File: src/rtl/mac_pkg.sv
// Shared definitions for the MAC accumulator and the dot-product sequencer
// that drives it.
package mac_pkg;

    localparam int DW_DEF  = 16;
    localparam int AW_DEF  = 32;
    // Edges from a registered operand pair to the matching accumulator update.
    localparam int MAC_LAT = 1;

    typedef enum logic [2:0] {
        ST_IDLE,
        ST_CLEAR,
        ST_FEED,
        ST_DRAIN,
        ST_DONE
    } state_e;

endpackage

File: src/rtl/mac_dot_fsm.sv
// Control for the dot-product sequencer: job state, pair counter and the
// drain counter that waits out the MAC latency.
module mac_dot_fsm
    import mac_pkg::*;
#(
    parameter int LEN_W = 8
) (
    input  logic             clk,
    input  logic             rst_n,
    input  logic             start,
    input  logic [LEN_W-1:0] len,
    input  logic             in_valid,
    input  logic             out_ready,
    output logic             busy,
    output logic             in_ready,
    output logic             mac_clr,
    output logic             feed_hs,
    output logic             capture
);

    localparam int                DRAIN_W    = $clog2(MAC_LAT + 2);
    localparam logic [DRAIN_W-1:0] DRAIN_LAST = DRAIN_W'(MAC_LAT);

    state_e             state_q;
    logic [LEN_W-1:0]   len_q;
    logic [LEN_W-1:0]   cnt_q;
    logic [DRAIN_W-1:0] drain_q;
    logic               busy_q;
    logic               in_ready_q;
    logic               mac_clr_q;

    assign busy     = busy_q;
    assign in_ready = in_ready_q;
    assign mac_clr  = mac_clr_q;
    assign feed_hs  = in_ready_q && in_valid;
    // Final drain edge: the accumulator now holds the last pair's contribution.
    assign capture  = (state_q == ST_DRAIN) && (drain_q == DRAIN_LAST);

    always_ff @(posedge clk or negedge rst_n) begin
        if (!rst_n) begin
            state_q    <= ST_IDLE;
            len_q      <= '0;
            cnt_q      <= '0;
            drain_q    <= '0;
            busy_q     <= 1'b0;
            in_ready_q <= 1'b0;
            mac_clr_q  <= 1'b0;
        end else begin
            case (state_q)
                ST_IDLE: begin
                    if (start) begin
                        len_q     <= len;
                        cnt_q     <= '0;
                        busy_q    <= 1'b1;
                        mac_clr_q <= 1'b1;
                        state_q   <= ST_CLEAR;
                    end
                end
                ST_CLEAR: begin
                    mac_clr_q <= 1'b0;
                    drain_q   <= '0;
                    if (len_q == '0) begin
                        state_q <= ST_DRAIN;
                    end else begin
                        in_ready_q <= 1'b1;
                        state_q    <= ST_FEED;
                    end
                end
                ST_FEED: begin
                    if (feed_hs) begin
                        cnt_q <= cnt_q + LEN_W'(1);
                        if (cnt_q + LEN_W'(1) == len_q) begin
                            in_ready_q <= 1'b0;
                            state_q    <= ST_DRAIN;
                        end
                    end
                end
                ST_DRAIN: begin
                    if (capture) begin
                        state_q <= ST_DONE;
                    end else begin
                        drain_q <= drain_q + DRAIN_W'(1);
                    end
                end
                ST_DONE: begin
                    if (out_ready) begin
                        busy_q  <= 1'b0;
                        state_q <= ST_IDLE;
                    end
                end
                default: begin
                    state_q <= ST_IDLE;
                end
            endcase
        end
    end

endmodule

File: src/rtl/mac_dot_seq.sv
// Dot-product sequencer: streams operand pairs into the MAC, inserting zeros
// on stalls, then returns the captured accumulator on a valid/ready port.
module mac_dot_seq
    import mac_pkg::*;
#(
    parameter int DW    = DW_DEF,
    parameter int AW    = AW_DEF,
    parameter int LEN_W = 8
) (
    input  logic             clk,
    input  logic             rst_n,
    input  logic             start,
    input  logic [LEN_W-1:0] len,
    output logic             busy,
    input  logic             in_valid,
    output logic             in_ready,
    input  logic [DW-1:0]    in_a,
    input  logic [DW-1:0]    in_b,
    output logic             mac_clr,
    output logic [DW-1:0]    mac_a,
    output logic [DW-1:0]    mac_b,
    input  logic [AW-1:0]    mac_acc,
    output logic             out_valid,
    input  logic             out_ready,
    output logic [AW-1:0]    out_data
);

    logic          feed_hs;
    logic          capture;
    logic [DW-1:0] mac_a_q, mac_a_d;
    logic [DW-1:0] mac_b_q, mac_b_d;
    logic [AW-1:0] out_data_q, out_data_d;
    logic          out_valid_q, out_valid_d;

    mac_dot_fsm #(
        .LEN_W(LEN_W)
    ) u_fsm (
        .clk      (clk),
        .rst_n    (rst_n),
        .start    (start),
        .len      (len),
        .in_valid (in_valid),
        .out_ready(out_ready),
        .busy     (busy),
        .in_ready (in_ready),
        .mac_clr  (mac_clr),
        .feed_hs  (feed_hs),
        .capture  (capture)
    );

    // The MAC has no enable, so every cycle without a handshake feeds 0*0.
    always_comb begin
        mac_a_d     = '0;
        mac_b_d     = '0;
        out_data_d  = out_data_q;
        out_valid_d = out_valid_q;
        if (feed_hs) begin
            mac_a_d = in_a;
            mac_b_d = in_b;
        end
        if (capture) begin
            out_data_d  = mac_acc;
            out_valid_d = 1'b1;
        end else if (out_valid_q && out_ready) begin
            out_valid_d = 1'b0;
        end
    end

    always_ff @(posedge clk or negedge rst_n) begin
        if (!rst_n) begin
            mac_a_q     <= '0;
            mac_b_q     <= '0;
            out_data_q  <= '0;
            out_valid_q <= 1'b0;
        end else begin
            mac_a_q     <= mac_a_d;
            mac_b_q     <= mac_b_d;
            out_data_q  <= out_data_d;
            out_valid_q <= out_valid_d;
        end
    end

    assign mac_a     = mac_a_q;
    assign mac_b     = mac_b_q;
    assign out_data  = out_data_q;
    assign out_valid = out_valid_q;

endmodule

File: config.mk
export PLATFORM = sky130hd
export DESIGN_NAME = mac_dot_seq
export DESIGN_NICKNAME = d
export VERILOG_FILES = /design/src/rtl/mac_pkg.sv /design/src/rtl/mac_dot_fsm.sv /design/src/rtl/mac_dot_seq.sv
export SDC_FILE = /design/constraint.sdc
export NUM_CORES = 1
export LEC_CHECK = 0
export CAP_MARGIN = 20
export CORE_ASPECT_RATIO = 1.2
export CORE_UTILIZATION = 40
export DETAILED_ROUTE_END_ITERATION = 10
export GPL_TIMING_DRIVEN = 0
export PLACE_DENSITY = 0.75
export SETUP_SLACK_MARGIN = 0.5
export SYNTH_ARGS = -nofsm -noshare
export SYNTH_HDL_FRONTEND = slang
export SYNTH_SLANG_ARGS = --single-unit
File: constraint.sdc
create_clock -name clk -period 3.45 [get_ports clk]
set_input_delay 0.8625 -clock clk [delete_from_list [all_inputs] [get_ports clk]]
set_output_delay 0.8625 -clock clk [all_outputs]
set_load 0.01 [all_outputs]
After elaboration in Yosys (flattened, before gate mapping)

Cells that the tools add are included.

Output and inout port bits: 68
Register bits after elaboration: 89

Muxes and demuxes: 24
Add/sub/neg operators: 2
Equal/unequal tests: 13
Reduce and logical (&&, ||, !) cells: 18

Operators with widths:

| cell                                           | count |
|---|---|
| 2-to-1 mux 16 bit                              | 2 |
| 2-to-1 mux 8 bit                               | 2 |
| case mux 8 bit (2 select lines)                | 1 |
| 2-to-1 mux 3 bit                               | 5 |
| case mux 3 bit (5 select lines)                | 1 |
| inequality test 2 bit (second input constant)  | 6 |
| nonzero test 2 bit                             | 6 |
| adder 8 x 1 -> 8 bit (second input constant)   | 1 |
| == test 8 bit                                  | 1 |
| zero test 8 bit                                | 1 |
| 2-to-1 mux 1 bit                               | 8 |
| == test 3 x 2 -> 1 bit (second input constant) | 2 |
| case mux 1 bit (2 select lines)                | 3 |
| AND reduction 2 bit                            | 3 |
| AND reduction 3 bit                            | 2 |
| AND reduction 5 bit                            | 1 |
| case mux 2 bit (2 select lines)                | 1 |
| AND reduction 4 bit                            | 1 |
| == test 3 x 1 -> 1 bit (second input constant) | 1 |
| == test 3 bit (second input constant)          | 1 |
| logical AND 1 bit                              | 3 |
| zero test 3 bit                                | 1 |
| adder 2 x 1 -> 2 bit (second input constant)   | 1 |
| == test 2 x 1 -> 1 bit (second input constant) | 1 |
| 2 further kinds                                | 2 |

Logic depth before layout (Yosys ltp)

Gate-level depths: netlist of run 1.

Word-level depth: 5
Mapped depth: 8
Mapped depth without buffers: 7

By module

A second synthesis of run 1 with hierarchy kept.

Cell total of the unflattened synthesis: 304
Area, all modules: 3,827.4 um2

By module, submodules not included:

| module      | cells each | seq. area each (um2) | area an instance (um2) | times used |
|---|---|---|---|---|
| mac_dot_seq | 138        | 1,626.6              | 2,389.8                | 1 |
| mac_dot_fsm | 166        | 600.6                | 1,437.6                | 1 |

Worst setup path after synthesis of run 1

Ideal clock, no wire load.

Path type: register to register
Start: register u_fsm.cnt_q[0]
End: register u_fsm.in_ready_q (netlist: u_fsm.in_ready)
Library setup time: 0.128 ns
Cell stages (with the launch flop): 8
Arrival time: 1.779 ns
Data required time: 3.322 ns
Path slack: 1.543 ns
Buffers on the path: 0
Cell sequence: dfrtp_1 -> ha_1 -> nand3_2 -> nor2_2 -> xor2_1 -> mux2_4 -> nor4b_4 -> a21oi_1

Word-level cells in the longest chain between the ends: 4

Ends and longest elaborated chain:

| what                                     | RTL line          | text |
|---|---|---|
| from (decl)                              | mac_dot_fsm.sv:26 | `logic [LEN_W-1:0] cnt_q;` |
| from (signal assigned)                   | mac_dot_fsm.sv:71 | `cnt_q <= cnt_q + LEN_W'(1);` |
| adder 8 x 1 -> 8 bit                     | mac_dot_fsm.sv:72 | `if (cnt_q + LEN_W'(1) == len_q) begin` |
| == test 8 bit                            | mac_dot_fsm.sv:72 |  |
| inequality test 2 x 1 -> 1 bit (no line) | -                 |  |
| AND reduction 4 bit (no line)            | -                 |  |
| to (signal assigned)                     | mac_dot_fsm.sv:46 | `in_ready_q <= 1'b0;` |
| to (signal assigned)                     | mac_dot_fsm.sv:65 | `in_ready_q <= 1'b1;` |
| to (signal assigned)                     | mac_dot_fsm.sv:73 | `in_ready_q <= 1'b0;` |
| to (decl)                                | mac_dot_fsm.sv:29 | `logic in_ready_q;` |

Every way passes these cells.
A chain may end at the register's enable or synchronous reset.

Final worst setup path of run 1

Start: register out_data_q[3] (netlist: out_data[3])
End: output out_data[3]

RTL lines:

| what                   | RTL line          | text |
|---|---|---|
| from (decl)            | mac_dot_seq.sv:32 | `logic [AW-1:0] out_data_q, out_data_d;` |
| from (signal assigned) | mac_dot_seq.sv:78 | `out_data_q <= out_data_d;` |
| to (decl)              | mac_dot_seq.sv:25 | `output logic [AW-1:0] out_data` |

No word-level cell between the ends.

==> results of run 1 <==
cell usage in the layout (no fill, tap or decap), types with 2 or more instances in the layout:
cell,netlist,final
o31ai_1,4,4
o21ai_0,13,13
nor2_1,9,9
nand4_1,2,2
clkbuf_1,7,7
clkinv_2,0,2
xnor2_1,7,7
mux2_1,32,32
dfrtp_1,89,89
or4_1,2,2
xor2_1,3,3
nand2b_1,2,2
o21ai_1,3,3
buf_6,4,4
mux2_2,6,6
a21oi_1,4,4
nor2_2,2,2
ha_1,2,2
inv_1,6,6
nor2b_1,2,2
clkinvlp_4,0,2
nand2_1,11,11
o41ai_1,2,2
and3_1,34,34
buf_2,4,4
nand3b_1,3,3
clkbuf_8,0,9
nand3_2,3,3
clkdlybuf4s50_1,0,143
nand3_1,2,2
nor3_1,4,4
bufinv_16,0,2
a22o_1,2,2
final cells by class:
cell class / count / area share
Timing Repair Buffer: 145 / 0.2691
Inverter: 6 / 0.004132
Buffer: 15 / 0.01676
Clock buffer: 9 / 0.02273
Sequential cell: 89 / 0.4086
Clock inverter: 7 / 0.01722
Tap cell: 117 / 0.02686
Multi-Input combinational cell: 168 / 0.2346
worst min-delay path by stage:
stage	start	end	slack [ns]	cells past startpoint
global route	rst_n	out_data[10]	0.49	1
CTS	rst_n	out_data[10]	0.45	1
global placement	out_data[21]	out_data[21]	0.47	1
floorplan	u_fsm.drain_q[1]	u_fsm.drain_q[1]	0.50	1
detailed placement	out_data[8]	out_data[8]	0.48	1
finish	rst_n	out_data[10]	0.46	1
stage by stage:
stage	utilization	total power, mW
3_3_place_gp	0.6015	3.121
3_5_place_dp	0.6044	3.185
4_1_cts	0.6296	3.970
6_report	0.6296	3.919
5_1_grt	0.6296	4.177
2_1_floorplan	-	2.392
cells by family after synthesis:
group | Yosys count
AOI/OAI and AO/OA | 34
xor gates and xnor gates | 10
buffers and inverters | 21
and+or+nand+nor | 83
muxes | 39
adders and majority gates | 2
DFF | 89
flip-flops by register name, indices dropped and copies added (netlist names):
signal          cells
out_data           32
mac_b              16
mac_a              16
out_valid           1
u_fsm.busy          1
u_fsm.in_ready      1
u_fsm.len_q         8
u_fsm.cnt_q         8
u_fsm.state_q       3
u_fsm.drain_q       2
u_fsm.mac_clr       1
power groups by stage:
stage | Combinational [mW] | Sequential (mW) | Clock, mW
floorplan | 0.688 | 1.70 | 0
global placement | 1.52 | 1.60 | 0
detailed placement | 1.57 | 1.62 | 0
CTS | 1.57 | 1.60 | 0.799
global route | 1.69 | 1.64 | 0.846
finish | 1.55 | 1.59 | 0.777
routing by layer:
metal	track usage	vias to the layer above	part of all wire
met5	0	-	0
met4	0.07949	0	0.018
met3	0.06444	16	0.097
met2	0.3049	107	0.47
met1	0.2312	1289	0.41
li1	-	1294	-
worst register-to-register path: stages, from the launching register on:
cell and delay (ns):
dfrtp_1 0.45, ha_1 0.31, nand3_2 0.15, nor2_2 0.16, xor2_1 0.20, mux2_4 0.33
nor4b_4 0.30, a21oi_1 0.10
==> results.md, run 1 <==
- CORE AREA: 0.008657 mm²
- Total grt overflow: 0
- Vias in the first global route: 2638
- Register area: approximately 0.0022 mm²
- Crit path capture type: output port
- Worst Path Max Fanout: 2
- Leak: 2.372 nW
- Die area: 0.009435 mm²
- Synth Flop Type: dfrtp_1
- Die Wd: just under 90 µm
- Min Hold Slack: roughly 0.46 ns
- Largest family of logic cells by synthesized area: simple AND/OR/NAND/NOR gates
- Final instance area: 0.005450 mm²
- Slew HR: 0.6861
- Fraction of synthesized cell area in xor and xnor cells: 0.02420
- CP max stage cell: clkdlybuf4s50_1
- Maximum clock rate: about 470 MHz
- Post-route ant nets: 0
- Initial antenna violation count: 0
- Layout cells sized above 1: 0.09795
- RD Place Congestion: 0.8094
- Setup crit start kind: flip-flop
- Register bit total from synthesis: 89
- Worst setup endpoint: out_data[3]
- Synth area leaders: dfrtp_1 (62%), mux2_1 (10%), and3_1 (5.9%)
- Crit-path max cell delay: 0.57 ns
- Initial Util: 0.4181
- TritonCTS clock tree: yes
- Period utilisation layout: 0.6230
- Slew Viols, Final: 0
- Clk slew on worst S/H paths: 0.08 ns
- Total number of vias: 2706
- Status: finished clean
- DRC errors left: 0
- Top-count cell post-synth: dfrtp_1
- Avg Cell Area, Syn: 13.02 µm²
- Final std cells w/o fill: 556
- Skew final: 0.006743 ns
- Core Rows: 37
- Cell taking the most area after synthesis: dfrtp_1
- Post-synth top cells: dfrtp_1 (89), and3_1 (34), mux2_1 (32)
- Post-cts hold buffer count: 0
- Post-synthesis async set-or-reset flop share: 1.000
- Reg2Reg Launch Point: u_fsm.cnt_q[0]
- Unrepaired setup endpoints after global routing: no
- Critical path depth in cells: 1
- Critical Path AT: 1.29 ns
- Vias/cell: 4.867
- Post-CTS Setup Bufs: 0
- Ys Warns: 0
- FF-to-FF setup slack: between 1 and 1.5 ns
- Gr usage total: 0.1900
- CTS H-tree lvls: 3
- Power Dens Cells: 719.0 mW/mm²
- Register area share after synthesis: 0.6153
- Final setup fails: 0
- Delay-heaviest family, CP: buffers and inverters
- First-pass GRT wire length: 13330 µm
- Root buf cell: clkbuf_8
- Synth top area share: 0.6153
- TritonRoute pass-1 iters: 4
- Inst Count DP: 540
- Post-DP HPWL: about 6400 µm
- Worst R2R End: u_fsm.in_ready
- Chip height: 106.2 µm
- Area of the mapped netlist: 0.003620 mm²
- Reg power frac: 0.406
- Synth-to-layout area growth: 50.57%
- Total Wirelength: 8464 µm
- Number of CTS-inserted buffers: 9
- Max_cap viols: 0
- Yosys cell types: 42
- Clock latency on the worst-skew pair: 0.36 ns
- Critical path startpoint: out_data[3]
- Post-cts sizing count: 0
- Post-synthesis mux area share: 0.1224
- Crit path buf inv count: 1
- Adder-cell share of the synthesized area: 0.006913
- Least-Margin Pin Slew: 0.4709 ns
- Synth Instances: 278
- Hold Path Class: in -> async
- Post-Synth Simple-Gate Area: 0.1414
- Worst EP required: 2.59 ns
- Logic gate share of total power: 0.396
- Crit path cell chain: clkdlybuf4s50_1
- Number of port buffers: 144
- Layout Nets: 513
- Switching Share: 0.3131
- Worst r2r path cells: 7
- Int Pwr: 2.692 mW
- Share of total power in the clock network: 0.198
- Initial DRC count: roughly 120
- Worst setup margin: 1.301 ns
- Synth Area in Compound Gates: 0.05842
- Setup WS pre-CTS: 1.029 ns
- Post-synth EDFFs: 0
- CTS Buffer Depth: 2
- Placed cell area: 0.005233 mm²
- Max VDD drop: about 0.28 mV
- Routed length per instance: approximately 15 µm
- I/O pin count: 145
- Largest net degree at the start of global routing: 55
- Final Hold Viols: 0
- Multi-input combinational cell area: 0.001279 mm²
- CTS Sinks: 89
- Syn Nets: 357
- Final min period: 2.149 ns
- Setup Total Neg Slack: 0 ns
- Switch Pwr: between 1 and 1.5 mW
- Layout fillers: 669
- Ant diodes: 0
- Crit Path Class: reg -> out
Note: power is estimated with default switching activity, not from simulation.
==> run 2: changes to the inputs <==
==> constraint.sdc (replaced) <==
create_clock -name clk -period 2.2 [get_ports clk]
set_input_delay 0.55 -clock clk [delete_from_list [all_inputs] [get_ports clk]]
set_output_delay 0.55 -clock clk [all_outputs]
set_load 0.01 [all_outputs]
==> run 2 against run 1 <==
- combinational power up 51%
- cell area increased by 0.85%
- via count is 0.52% lower
- critical path type is now reg -> reg
- global-route usage is 0.63 points higher
- sequential cell count is the same
- largest power group unchanged
- critical endpoint is now u_fsm.state_q[0]
==> results.md, run 2 (synthesis results as in run 1) <==
- Least-Margin Pin Slew: 0.3416 ns (-0.1293 ns)
- Post-route ant nets: 0 (unchanged)
- Final Hold Viols: 0 (unchanged)
- Clk slew on worst S/H paths: 0.08 ns (about the same)
- Status: finished clean
- Min Hold Slack: 0.06460 ns (-0.3921 ns)
- Chip height: 106.2 µm (unchanged)
- Layout Nets: 519 (+1.2%)
- First-pass GRT wire length: 13680 µm (+2.6%)
- Max_cap viols: 0 (unchanged)
- Total number of vias: 2692 (-0.52%)
- Post-DP HPWL: 6481 µm (+0.59%)
- Setup crit start kind: flip-flop
- I/O pin count: 145 (unchanged)
- Commonest non-fill, non-tap cell in the layout: dfrtp_1
- TritonCTS clock tree: yes
- Vias/cell: 4.790 (-1.6%)
- Layout cells sized above 1: 0.1393 (+0.04138)
- Worst Path Max Fanout: 2 (unchanged)
- Die area: 0.009435 mm² (unchanged)
- Number of port buffers: 144 (unchanged)
- Clock latency on the worst-skew pair: 0.36 ns (about the same)
- Slew HR: 0.7722 (+0.08618)
- Total grt overflow: 0 (unchanged)
- CTS Buffer Depth: 2 (unchanged)
- Synth-to-layout area growth: 51.85%
- TritonRoute pass-1 iters: 6 (+2)
- Leak: 2.565 nW (+8.1%)
- Worst EP required: 2.50 ns (-0.09 ns)
- Skew final: 0.009915 ns (+0.003173 ns)
- Power Dens Cells: 1106 mW/mm² (+54%)
- DRC errors left: 0 (unchanged)
- Inst Count DP: 540 (unchanged)
- Critical Path AT: 2.09 ns (+0.80 ns)
- CP max stage cell: dfrtp_2
- Initial antenna violation count: 0 (unchanged)
- Final instance area: 0.005497 mm² (+0.85%)
- Initial DRC count: 99 (-15%)
- Largest net degree at the start of global routing: 72 (+31%)
- Core Rows: 37 (unchanged)
- Share of total power in the clock network: 0.203 (+0.005)
- Hold Path Class: in -> async
- Commonest cells after routing, fill and taps aside: dfrtp_1 (82), clkdlybuf4s50_1 (74), dlygate4sd2_1 (68)
- Number of CTS-inserted buffers: 9 (unchanged)
- Final std cells w/o fill: 562 (+1.1%)
- Int Pwr: 4.076 mW (+51%)
- Gr usage total: 0.1963 (+0.006295)
- Routed length per instance: 15.70 µm (+3.1%)
- Maximum clock rate: about 560 MHz
- Switch Pwr: 2.002 mW (+63%)
- Crit path capture type: flip-flop
- Unrepaired setup endpoints after global routing: yes
- Max reg flops: 32 (unchanged)
- Max VDD drop: 0.4805 mV (+74%)
- Root buf cell: clkbuf_8
- CORE AREA: 0.008657 mm² (unchanged)
- Setup Total Neg Slack: 0 ns (unchanged)
- Crit path cell chain: ha_4 -> nand3_4 -> nor2_4 -> xor2_1 -> mux2_4 -> nor4b_4 -> o21a_1
- CTS Sinks: 89 (unchanged)
- Placed cell area: 0.005259 mm² (+0.50%)
- Die Wd: 88.84 µm (unchanged)
- Switching Share: 0.3294 (+0.01633)
- Reg power frac: 0.413 (+0.007)
- CTS H-tree lvls: 3 (unchanged)
- Crit-path max cell delay: 0.39 ns (-0.18 ns)
- Post-cts hold buffer count: 0 (unchanged)
- Ant diodes: 0 (unchanged)
- Final min period: 1.790 ns
- Logic gate share of total power: 0.384 (-0.012)
- RD Place Congestion: 0.8248 (+1.9%)
- Crit Path Class: reg -> reg
- Initial Util: 0.4181 (unchanged)
- Total Wirelength: 8823 µm (+4.2%)
- Slew Viols, Final: 0 (unchanged)
- Final setup fails: 0 (unchanged)
- Vias in the first global route: 2664 (+0.99%)
- Period utilisation layout: 0.8138
- Layout Utilization: 0.6349 (+0.005347)
-- run 2: cell count changes in the layout (fill, tap and decap cells not counted), moves of 2 or more --
cell and change:
clkdlybuf4s50_1 -69, dlygate4sd2_1 +68, buf_4 +8, dfrtp_1 -7
dfrtp_2 +7, buf_2 -3, nor2_4 +3, ha_1 -2
ha_4 +2, nor2_1 -2
-- run 2: layout make-up --
| cell class | instances | area, µm² |
|---|---|---|
| clock inverters | 6 | 90.09 |
| multi-input cells | 168 | 1343 |
| fillers | 708 | 3161 |
| clock buffers | 10 | 127.6 |
| plain buffers | 15 | 102.6 |
| flip-flops and latches | 89 | 2236 |
| inverters | 6 | 22.52 |
| repair buffers | 151 | 1429 |
| well taps | 117 | 146.4 |
-- run 2: through the flow --
stage	setup slack (ns)	total power, mW
2_1_floorplan	0.4787	3.778
3_3_place_gp	-2.854	4.931
3_5_place_dp	0.0008993	5.041
4_1_cts	0.3905	6.074
5_1_grt	0.2956	6.475
6_report	0.4097	6.079
-- run 2: critical path: cells and delay by family, from the launching register on --
family	cells	cell delay, ns
simple gates	3	0.51
xor+xnor	1	0.19
compound gates	1	0.16
fa+ha+maj	1	0.16
mux	1	0.33
flops	1	0.39
-- run 2: worst paths after layout --
kind	from	to	slack, ns	cells after the start
setup / recovery	u_fsm.cnt_q[0]	u_fsm.state_q[0]	0.41	7
hold / removal	rst_n	mac_a[8]	0.06	1
setup reg to reg	u_fsm.cnt_q[0]	u_fsm.state_q[0]	0.41	7
hold reg to reg	out_data[25]	out_data[25]	0.49	1
max in group asynchronous	rst_n	u_fsm.state_q[2]	1.51	2
min in group clk	out_data[25]	out_data[25]	0.49	1
-- run 2: power groups by stage --
stage               registers [mW]  logic [mW]  clock network (mW)
floorplan                     2.69        1.09                   0
global placement              2.53        2.40                   0
detailed placement            2.56        2.48                   0
CTS                           2.51        2.31                1.26
global route                  2.59        2.55                1.34
finish                        2.51        2.34                1.23
-- run 2: repair_timing --
action | CTS | global route
pin swaps | 4 | 0
resized for setup | 78 | 11
setup endpoints to repair | 104 | 40
setup buffers | 5 | 1
-- run 2: layer usage --
| metal | track usage | vias up | share of wire |
|---|---|---|---|
| met2 | 0.3104 | 101 | 0.48 |
| met5 | 0 | - | 0 |
| li1 | - | 1302 | - |
| met1 | 0.2533 | 1277 | 0.43 |
| met3 | 0.05280 | 12 | 0.071 |
| met4 | 0.07949 | 0 | 0.017 |
